### src/rtl/fifo_gray_ptr_ctrl_if.sv
// ---------------------------------------------------------------------------
// fifo_gray_ptr_ctrl_if
// Groups the per-side signals of one dual-clock FIFO pointer controller.
//   inc          push (write side) or pop (read side) request
//   remote_gray  opposite domain's Gray pointer, asynchronous to clk
//   accepted     request taken this cycle (inc and not full/empty)
//   bin_addr     binary memory address for this side
//   gray_ptr     registered Gray pointer, sent to the opposite domain
//   flag         full (write side) or empty (read side)
//   almost_flag  almost-full or almost-empty
//   level        occupancy 0..DEPTH as seen from this domain
// master: whoever drives requests and the remote pointer.
// slave:  the pointer controller itself.
// ---------------------------------------------------------------------------
interface fifo_gray_ptr_ctrl_if #(
  parameter int ADDR_WIDTH = 3
);
  logic                  inc;
  logic [ADDR_WIDTH:0]   remote_gray;
  logic                  accepted;
  logic [ADDR_WIDTH-1:0] bin_addr;
  logic [ADDR_WIDTH:0]   gray_ptr;
  logic                  flag;
  logic                  almost_flag;
  logic [ADDR_WIDTH:0]   level;

  modport master (
    output inc, remote_gray,
    input  accepted, bin_addr, gray_ptr, flag, almost_flag, level
  );

  modport slave (
    input  inc, remote_gray,
    output accepted, bin_addr, gray_ptr, flag, almost_flag, level
  );
endinterface

### src/rtl/fifo_gray_ptr_ctrl.sv
// ---------------------------------------------------------------------------
// fifo_gray_ptr_ctrl
// Pointer and flag controller for one side of an asynchronous dual-clock
// FIFO; one instance per clock domain. Keeps an (ADDR_WIDTH+1)-bit binary and
// Gray pointer, synchronises the opposite domain's Gray pointer through a
// SYNC_STAGES flop chain and derives full/empty, almost-full/almost-empty and
// occupancy. The extra pointer MSB tells full apart from empty.
// Ports:
//   clk    local domain clock
//   reset  synchronous, active-low
//   bus    fifo_gray_ptr_ctrl_if.slave (inc, remote_gray in; accepted,
//          bin_addr, gray_ptr, flag, almost_flag, level out)
// Parameters:
//   ADDR_WIDTH    memory address bits (2..12), DEPTH = 2**ADDR_WIDTH
//   SYNC_STAGES   remote pointer synchroniser depth (2..4)
//   IS_WRITE      1 = write side (full), 0 = read side (empty)
//   ALMOST_THRESH almost-flag margin in words (1..DEPTH-1)
// ---------------------------------------------------------------------------
module fifo_gray_ptr_ctrl #(
  parameter int ADDR_WIDTH    = 3,
  parameter int SYNC_STAGES   = 2,
  parameter bit IS_WRITE      = 1'b1,
  parameter int ALMOST_THRESH = 2
) (
  input logic                 clk,
  input logic                 reset,
  fifo_gray_ptr_ctrl_if.slave bus
);
  localparam int PW    = ADDR_WIDTH + 1;
  localparam int DEPTH = 1 << ADDR_WIDTH;
  localparam logic [PW-1:0] ALMOST_FULL_MARK  = PW'(DEPTH - ALMOST_THRESH);
  localparam logic [PW-1:0] ALMOST_EMPTY_MARK = PW'(ALMOST_THRESH);

  logic [PW-1:0] bin_q;
  logic [PW-1:0] gray_q;
  logic [PW-1:0] level_q;
  logic          flag_q;
  logic          almost_q;
  logic [PW-1:0] sync_q [SYNC_STAGES];

  logic [PW-1:0] rsync;
  logic [PW-1:0] rbin;
  logic [PW-1:0] bin_next;
  logic [PW-1:0] gray_next;
  logic [PW-1:0] occ_next;
  logic          flag_next;
  logic          almost_next;

  // A request while full/empty is dropped; the pointer does not move.
  assign bus.accepted = bus.inc & ~flag_q;
  assign bin_next     = bin_q + PW'(bus.accepted);
  assign gray_next    = bin_next ^ (bin_next >> 1);
  assign rsync        = sync_q[SYNC_STAGES-1];

  // Gray to binary: bit i is the XOR of all Gray bits from the MSB down to i.
  always_comb begin
    // NOTE: every combinational output gets a default before any branch or
    // loop, so no path leaves it unassigned and no latch is inferred.
    rbin = '0;
    for (int i = 0; i < PW; i++) begin
      rbin[i] = ^(rsync >> i);
    end
  end

  // Flags use the local pointer after this cycle's accept and the remote
  // pointer as synchronised, so a local accept and a remote step landing in
  // the same cycle are folded into one evaluation. The remote pointer can
  // only lag, which delays deassertion of full/empty but never hastens it.
  always_comb begin
    occ_next    = '0;
    flag_next   = 1'b0;
    almost_next = 1'b0;
    if (IS_WRITE) begin
      occ_next    = bin_next - rbin;
      // Full: same address bits, opposite wrap bit. In Gray code that is the
      // top two bits inverted and the rest equal.
      flag_next   = (gray_next == {~rsync[PW-1:PW-2], rsync[PW-3:0]});
      almost_next = (occ_next >= ALMOST_FULL_MARK);
    end else begin
      occ_next    = rbin - bin_next;
      flag_next   = (gray_next == rsync);
      almost_next = (occ_next <= ALMOST_EMPTY_MARK);
    end
  end

  // Remote pointer synchroniser. The chain is cleared by reset so a stale
  // pointer from before reset cannot reach the flags afterwards.
  always_ff @(posedge clk) begin
    if (!reset) begin
      // NOTE: a multi-entry register array is reset stage by stage in a loop;
      // this chain is only SYNC_STAGES words, so clearing it is cheap.
      for (int i = 0; i < SYNC_STAGES; i++) begin
        sync_q[i] <= '0;
      end
    end else begin
      sync_q[0] <= bus.remote_gray;
      for (int i = 1; i < SYNC_STAGES; i++) begin
        sync_q[i] <= sync_q[i-1];
      end
    end
  end

  // Pointer and flag state. The Gray pointer is a direct flop so the
  // opposite domain never samples a combinational glitch.
  always_ff @(posedge clk) begin
    // NOTE: sequential state uses non-blocking assignments so every flop
    // samples values from before the edge, independent of statement order.
    if (!reset) begin
      bin_q    <= '0;
      gray_q   <= '0;
      level_q  <= '0;
      flag_q   <= !IS_WRITE;
      almost_q <= !IS_WRITE;
    end else begin
      bin_q    <= bin_next;
      gray_q   <= gray_next;
      level_q  <= occ_next;
      flag_q   <= flag_next;
      almost_q <= almost_next;
    end
  end

  assign bus.bin_addr    = bin_q[ADDR_WIDTH-1:0];
  assign bus.gray_ptr    = gray_q;
  assign bus.flag        = flag_q;
  assign bus.almost_flag = almost_q;
  assign bus.level       = level_q;
endmodule

### src/flat_wrapper.sv
// flat-port wrapper written by rule: the top's interface ports become plain ports
module fifo_gray_ptr_ctrl_flat 
#(
  parameter int ADDR_WIDTH    = 3,
  parameter int SYNC_STAGES   = 2,
  parameter bit IS_WRITE      = 1'b1,
  parameter int ALMOST_THRESH = 2
)
  (clk, reset, bus_inc, bus_remote_gray, bus_accepted, bus_bin_addr, bus_gray_ptr, bus_flag, bus_almost_flag, bus_level);
  fifo_gray_ptr_ctrl_if #(.ADDR_WIDTH(ADDR_WIDTH)) bus_i ();
  input logic clk;
  input logic reset;
  input wire logic [$bits(bus_i.inc)-1:0] bus_inc;
  input wire logic [$bits(bus_i.remote_gray)-1:0] bus_remote_gray;
  output wire logic [$bits(bus_i.accepted)-1:0] bus_accepted;
  output wire logic [$bits(bus_i.bin_addr)-1:0] bus_bin_addr;
  output wire logic [$bits(bus_i.gray_ptr)-1:0] bus_gray_ptr;
  output wire logic [$bits(bus_i.flag)-1:0] bus_flag;
  output wire logic [$bits(bus_i.almost_flag)-1:0] bus_almost_flag;
  output wire logic [$bits(bus_i.level)-1:0] bus_level;
  assign bus_i.inc = bus_inc;
  assign bus_i.remote_gray = bus_remote_gray;
  assign bus_accepted = bus_i.accepted;
  assign bus_bin_addr = bus_i.bin_addr;
  assign bus_gray_ptr = bus_i.gray_ptr;
  assign bus_flag = bus_i.flag;
  assign bus_almost_flag = bus_i.almost_flag;
  assign bus_level = bus_i.level;
  fifo_gray_ptr_ctrl #(.ADDR_WIDTH(ADDR_WIDTH), .SYNC_STAGES(SYNC_STAGES), .IS_WRITE(IS_WRITE), .ALMOST_THRESH(ALMOST_THRESH)) u_core (.clk(clk), .reset(reset), .bus(bus_i));
endmodule
### config.mk
export PLATFORM = sky130hd
export DESIGN_NAME = fifo_gray_ptr_ctrl_flat
export DESIGN_NICKNAME = d
export VERILOG_FILES = /design/src/rtl/fifo_gray_ptr_ctrl_if.sv /design/src/rtl/fifo_gray_ptr_ctrl.sv /design/src/flat_wrapper.sv
export SDC_FILE = /design/constraint.sdc
export NUM_CORES = 1
export LEC_CHECK = 0
export CORE_AREA = 4 4 56 63
export CTS_BUF_LIST = sky130_fd_sc_hd__clkbuf_2
export DETAILED_ROUTE_END_ITERATION = 12
export DIE_AREA = 0 0 60 67
export SYNTH_ARGS = -nofsm -noshare
export SYNTH_HDL_FRONTEND = slang
export SYNTH_SLANG_ARGS = --single-unit
### constraint.sdc
create_clock -name clk -period 2.62 [get_ports clk]
set_input_delay 0.655 -clock clk [delete_from_list [all_inputs] [get_ports clk]]
set_output_delay 0.655 -clock clk [all_outputs]
set_load 0.03 [all_outputs]
Word-level counts from Yosys, hierarchy flattened
Memories as Yosys holds them, arrays and structs flattened.
Cells that the tools add are included.
{ "op_classes": {"add_sub_neg": 2, "n_mux": 4, "n_bitwise": 6, "reduce_logical": 4, "eq_ne": 1, "order_cmp": 1} }
{ "op_table": {"columns": ["op", "n"], "rows": [
  ["XOR reduction 4 bit", 4],
  ["two-way mux 4 bit", 2],
  ["adder 4 x 1 -> 4 bit", 1],
  ["== test 4 bit", 1],
  [">= comparator 4 x 3 -> 1 bit (second input constant)", 1],
  ["subtractor 4 bit", 1],
  ["bitwise XOR 4 x 3 -> 4 bit", 1],
  ["two-way mux 1 bit", 2],
  ["NOT 2 bit", 1],
  ["bitwise OR 1 bit", 2],
  ["bitwise AND 1 bit", 1],
  ["NOT 1 bit", 1]
]} }
{ "totals": {"memories": 1, "ff_bits": 14, "output_inout_bits": 14, "mem_bits_rw": 8, "word_cells": 24, "inputBits": 7} }
{ "mem_list": {"columns": ["memory", "depth", "width", "read_ports", "rd_ports_with_merged_regs", "wr", "line_no", "text"], "rows": [
  ["u_core.sync_q", 2, 4, 2, 0, 2, "fifo_gray_ptr_ctrl.sv:39", "logic [PW-1:0] sync_q [SYNC_STAGES];"]
]} }

Longest topological paths before layout
{ "logic_depth": {"ltp_word": 5, "mapped_depth": 9} }

Worst setup path before layout
Ideal clock, no wire load.
{ "synth_timing": {"path_type": "input -> register", "startpoint": "input port bus_inc", "endpoint": "register u_core.almost_q (netlist: u_core.bus.almost_flag)", "path_slack_ns": -0.150, "cell_stages": 8, "arrival_ns": 2.654, "n_path_buf": 0, "required_ns": 2.503, "cell_sequence": "nor2b_1 -> ha_1 -> ha_1 -> ha_1 -> a21o_1 -> a21oi_1 -> xnor2_1 -> a22o_1"} }
{ "synth_between": {"elab_chain_cells": 4} }
{ "synth_lines": {"columns": ["item", "line_no", "text"], "rows": [
  ["start: declaration", "flat_wrapper.sv:13", "input wire logic [$bits(bus_i.inc)-1:0] bus_inc;"],
  ["bitwise AND 1 bit", "fifo_gray_ptr_ctrl.sv:50", "assign bus.accepted = bus.inc & ~flag_q;"],
  ["adder 4 x 1 -> 4 bit", "fifo_gray_ptr_ctrl.sv:51", "assign bin_next = bin_q + PW'(bus.accepted);"],
  ["net u_core.bin_next[1]", "fifo_gray_ptr_ctrl.sv:43", "logic [PW-1:0] bin_next;"],
  ["subtractor 4 bit", "fifo_gray_ptr_ctrl.sv:74", "occ_next = bin_next - rbin;"],
  [">= comparator 4 x 3 -> 1 bit", "fifo_gray_ptr_ctrl.sv:78", "almost_next = (occ_next >= ALMOST_FULL_MARK);"],
  ["end signal: assignment", "fifo_gray_ptr_ctrl.sv:113", "almost_q <= !IS_WRITE;"],
  ["end signal: assignment", "fifo_gray_ptr_ctrl.sv:119", "almost_q <= almost_next;"],
  ["end: declaration", "fifo_gray_ptr_ctrl.sv:38", "logic almost_q;"]
]} }
The timed path passes the listed nets, and every way through them passes these cells.
A chain may end at the register's enable or synchronous reset.

Worst setup path after layout
Same ends and word-level chain as after synthesis.

==> flow_metrics.tcl <==
set metrics [dict create \
    outcome "finished, final reports clean" \
    synth_edf_count 0 \
    grt_first_pass_wirelength_microns 2530 \
    drc_errors 0 \
    drt-wirelength-per-cell_microns 10.4 \
    switchingPower_mw 0.233 \
    hold_class "register to register" \
    via_count 581 \
    rsz0062_at_grt "false" \
    htree_levels 1 \
    fin_tns_setup_ps 0 \
    whs_path_depth 1 \
    cts_tree "built" \
    final_cells 141 \
    synth.area.top_cells "dfxtp_1 50%, xnor2_1 8.3%, and2_1 8.1%" \
    syn_nets 91 \
    worstMarginPinSlew_ps 428 \
    cts_sinks 21 \
    r2r_cells 8 \
    floorplan.initialDensity_pct 28.7 \
    dieHeight_microns 67 \
    p_seq_share_pct 49.4 \
    layout-drive-gt1-share_pct 15.0 \
    core-area_sq_um 2940 \
    area_growth_pct 36.0 \
    synth_cells 78 \
    synth.cell_area_sq_um 845 \
    period_needed_ps 2490 \
    cts_setup_buffers 0 \
    fin_crit_sh_pct 94.9 \
    grt_pass1_vias 600 \
    drv_slew 0 \
    ir_worst_vdd_mv 0.357 \
    yosys.area.top_type_share_pct 49.8 \
    cts_resized 0 \
    skew_ps 20.4 \
    cts_hold_buf 0 \
    row_count 21 \
    numCtsBuffers 3 \
    finalHoldViolCount 0 \
    via_per_inst 4.12 \
    antenna_found_initial 0 \
    grt_overflow 0 \
    maxCapViolations 0 \
    intPower_mw 0.500 \
    required_ps 2870 \
    root_buffer "clkbuf_2" \
    worst-path-max-fanout 4 \
    cts_buffer_depth 2 \
    yosysTopAreaCell "dfxtp_1" \
    arrival_ps 2740 \
    ys_ff_latch 21 \
    wirelength_microns 1460 \
    combPwrFrac_pct 32.3 \
    io_buffer_count 20 \
    nNetsFinal 121 \
    start_kind "input port" \
    cts.clk_slew.worst_paths_ps 220 \
    netlist_top_cells_count "21 x dfxtp_1, 11 x and2_1, 8 x xnor2_1, 7 x nor2_1, 6 x inv_1" \
    grt_max_degree 16 \
    yosysMostFrequentCell "dfxtp_1" \
    dr.first_iter.drc_count 8 \
    synthArstFlopShare_pct 0 \
    die_w_microns 60 \
    max_slew_margin_pct 71.4 \
    total_power_mw 0.732 \
    hpwlAfterDp_microns 1160 \
    ys_warn_count 0 \
    place_congestion 0.797 \
    drt_pass1_iterations 2 \
    dieArea_sq_um 4020 \
    p_leak_nw 0.499 \
    yosysSeqAreaShare_pct 49.8 \
    clkPwrFrac_pct 18.4 \
    synth_cell_types 19 \
    antenna_left 0 \
    path_class "input port to register" \
    setup_violations 0 \
    ios 21 \
    fmax_mhz 402 \
    diodes 0 \
    end_kind "register" \
    worstSkewPairLatency_ps 320 \
    ys.flop_type "dfxtp_1" \
    dp.cells 137 \
    power.density_nw_per_um2 638 \
    grt_usage_pct 8.56 \
    p_sw_share_pct 31.8 \
    postSynthAreaPerCell_sq_um 10.8 \
]
[worst max-delay path, stage by stage]
cell and delay [ps]:
clkdlybuf4s50_1 390, nor2b_2 150, ha_1 190, ha_1 370
inv_1 110, fa_1 450, xor2_1 150, nor2_1 80
a22o_1 180
[cell usage in the layout (no fill, tap or decap), types with 2 or more instances in the layout]
cell              n
xnor2_1           8
dfxtp_1          21
xor2_1            5
xnor2_2           2
buf_4             7
nand2_1           3
ha_1              5
clkbuf_2          3
nor2_1            7
clkdlybuf4s50_1  19
inv_1             6
and2_1           11
[stage by stage]
step	worst slack [ps]	hold WS [ps]	instance area, sq um	util [%]
3_5_place_dp	-243	419	1130	38.4
3_3_place_gp	-185	414	1130	38.4
6_report	134	461	1150	39.0
2_1_floorplan	57.7	412	847	-
4_1_cts	123	464	1150	39.0
5_1_grt	23.4	474	1150	39.0
[cells by family (layout without fill, tap and decap cells)]
logic type / after synthesis / in the layout / synth area share, %
fa+ha+maj: 6 / 6 / 9.78
flops: 21 / 21 / 49.8
simple gates: 25 / 25 / 15.6
buf+inv: 7 / 36 / 3.11
compound gates: 3 / 3 / 2.52
xor+xnor: 16 / 16 / 19.3
[state kept, by name, summed over array words and instances, names as in the netlist]
name and flops:
u_core.bin_q 3, u_core.bus.almost_flag 1, u_core.bus.flag 1, u_core.bus.gray_ptr 4
u_core.bus.level 4, u_core.sync_q 8
[path summary, 6_finish.rpt]
check | from | to | slack, ps
setup / recovery | bus_inc | u_core.bus.almost_flag$_SDFF_PN0_ | 130
hold / removal | u_core.sync_q[0][3]$_SDFF_PN0_ | u_core.sync_q[0][7]$_SDFF_PN0_ | 460
setup reg to reg | u_core.sync_q[0][7]$_SDFF_PN0_ | u_core.bus.almost_flag$_SDFF_PN0_ | 540
hold reg to reg | u_core.sync_q[0][3]$_SDFF_PN0_ | u_core.sync_q[0][7]$_SDFF_PN0_ | 460
[layer usage]
layer,vias to the layer above,global-route usage [%],wire length (microns)
li1,300,-,-
met5,-,0,0
met1,264,10.1,657
met3,2,2.13,99
met2,15,13.8,688
met4,0,4.99,17
[power by group through the flow]
stage	Sequential, mW	Combinational [mW]	Clock (mW)
2_1_floorplan	0.419	0.0959	0
4_1_cts	0.363	0.239	0.141
3_5_place_dp	0.369	0.237	0
3_3_place_gp	0.368	0.235	0
6_report	0.362	0.236	0.135
5_1_grt	0.366	0.260	0.158
[cell type report]
class	count	area [sq um]
multi-input cells	50	400
clock buffers	3	15.0
well taps	34	42.5
clock inverters	1	5.00
flip-flops and latches	21	420
repair buffers	26	243
fillers	298	1790
inverters	6	22.5
(Power assumes the default switching activity.)
==> RTL edit, RTL diff (config.mk and constraints unchanged) <==
`IS_WRITE` is set to 1'b1 in 2 places; all go to 1'b0.
--- a/src/rtl/fifo_gray_ptr_ctrl.sv
+++ b/src/rtl/fifo_gray_ptr_ctrl.sv
@@ -21,3 +21,3 @@
   parameter int SYNC_STAGES   = 2,
-  parameter bit IS_WRITE      = 1'b1,
+  parameter bit IS_WRITE      = 1'b0,
   parameter int ALMOST_THRESH = 2
--- a/src/flat_wrapper.sv
+++ b/src/flat_wrapper.sv
@@ -5,3 +5,3 @@
   parameter int SYNC_STAGES   = 2,
-  parameter bit IS_WRITE      = 1'b1,
+  parameter bit IS_WRITE      = 1'b0,
   parameter int ALMOST_THRESH = 2
Function: changed (a bounded check fails within 4 cycles, from zero or initial values and one cycle with reset low).
==> RTL edit against the unedited design <==
Sequential share of layout area is 4.1 points lower. Global-route usage rose by 0.88 points. Synthesized area is 9.8% higher. Design area grew 13%. Clock skew decreased by 0.013 ns. Sequential cell count is the same. Die area unchanged. Wire length rose by 13%. Worst setup slack gained 0.055 ns. Core utilization increased by 5.0 points. Register-to-register slack worse by 0.35 ns. Total power decreased by 2.8%. Critical path type is now reg -> reg. Critical endpoint is now u_core.bus.almost_flag$_SDFF_PN1_. Highest routed layer unchanged.
==> RTL edit: results (changes against the unedited design) <==
{| class="wikitable"
! Metric !! Value
|-
| Worst stage delay on the critical path || 0.48 ns (was 0.45 ns)
|-
| Placer congestion estimate || 0.809 (was 0.797)
|-
| List of most frequent post-synthesis cells || 21 x sky130_fd_sc_hd__dfxtp_1, 15 x sky130_fd_sc_hd__and2_1, 7 x sky130_fd_sc_hd__xor2_1 (was 21 x sky130_fd_sc_hd__dfxtp_1, 11 x sky130_fd_sc_hd__and2_1, 8 x sky130_fd_sc_hd__xnor2_1)
|-
| Maximum number of pins on one net before global-route repair || 13 (was 16)
|-
| Clk_skew || 0.00783 ns (was 0.0204 ns)
|-
| Global-route wire length before repair || 2760 microns (was 2530 microns)
|-
| Cell family with the largest share of critical-path delay || XOR/XNOR gates (was adder cells)
|-
| Number of distinct standard cells referenced by the synthesized netlist || 25 (was 19)
|-
| Met1 GRT Util || 9.98% (was 10.1%)
|-
| Met3 Track Usage GR || 1.74% (was 2.13%)
|-
| Part of the power in combinational logic || 30.8% (was 32.3%)
|-
| Placed cell area || 0.00126 sq mm (was 0.00113 sq mm)
|-
| Worst setup path startpoint || u_core.sync_q[0][7]$_SDFF_PN0_ (was bus_inc)
|-
| Layout cells sized above 1 || 23.3% (was 15.0%)
|-
| FF-to-FF setup slack || 0.19 ns (was 0.54 ns)
|-
| Wire length per cell || 11.0 microns (was 10.4 microns)
|-
| Vias || 645 (was 581)
|-
| Routed met1 length || 650 microns (was 657 microns)
|-
| Initial drt markers || 14 (was 8)
|-
| Dpl hpwl || 1350 microns (was 1160 microns)
|-
| Power spent charging and discharging nets || 0.212 mW (was 0.233 mW)
|-
| Dominant cells by area after synthesis || sky130_fd_sc_hd__dfxtp_1 45%, sky130_fd_sc_hd__and2_1 10%, sky130_fd_sc_hd__ha_1 6.7% (was sky130_fd_sc_hd__dfxtp_1 50%, sky130_fd_sc_hd__xnor2_1 8.3%, sky130_fd_sc_hd__and2_1 8.1%)
|-
| Crit path max-delay cell type || sky130_fd_sc_hd__xnor3_2 (was sky130_fd_sc_hd__fa_1)
|-
| Number of nets in the synthesized netlist || 99 (was 91)
|-
| Number of nets in the final layout || 129 (was 121)
|-
| Sequential share of the synthesized area || 45.3% (was 49.8%)
|-
| Outcome || completed (unchanged)
|-
| Metal3 WL || 100 microns (was 99 microns)
|-
| Last element of the critical path || u_core.bus.almost_flag$_SDFF_PN1_ (was u_core.bus.almost_flag$_SDFF_PN0_)
|-
| Global routing usage on met2 || 17.2% (was 13.8%)
|-
| Total length of routed met2 wires || 877 microns (was 688 microns)
|-
| Flop pwr share || 50.6% (was 49.4%)
|}
RTL edit: cell count changes after synthesis, sizes merged, moves of 3 or more:
cell,change
and2,+4
nor2,-4
xnor2,-4
and2b,+3
o21ai,+3
RTL edit: final cells by class:
class | count | area share [%]
clock buffer | 4 | 1.54
inverter | 4 | 1.16
multi-input combinational | 59 | 41.4
sequential | 21 | 32.5
tap | 34 | 3.28
timing repair buffer | 28 | 20.1
RTL edit: metrics by stage:
step	utilization (%)	total power, mW	std cells	hold slack (ns)	setup WS (ns)
floorplan	-	0.507	87	0.412	-0.00825
global placement	43.0	0.586	145	0.415	-0.259
global route	44.0	0.762	150	0.477	0.0341
detailed placement	43.0	0.590	145	0.421	-0.331
finish	44.0	0.712	150	0.450	0.190
CTS	43.7	0.729	149	0.463	0.0291
RTL edit: logic make-up after synthesis:
family	synth area share, %
xor+xnor	16.6
compound gates	5.94
simple gates	20.1
buf+inv	3.64
fa+ha+maj	6.75
flops	45.3
mux	1.62
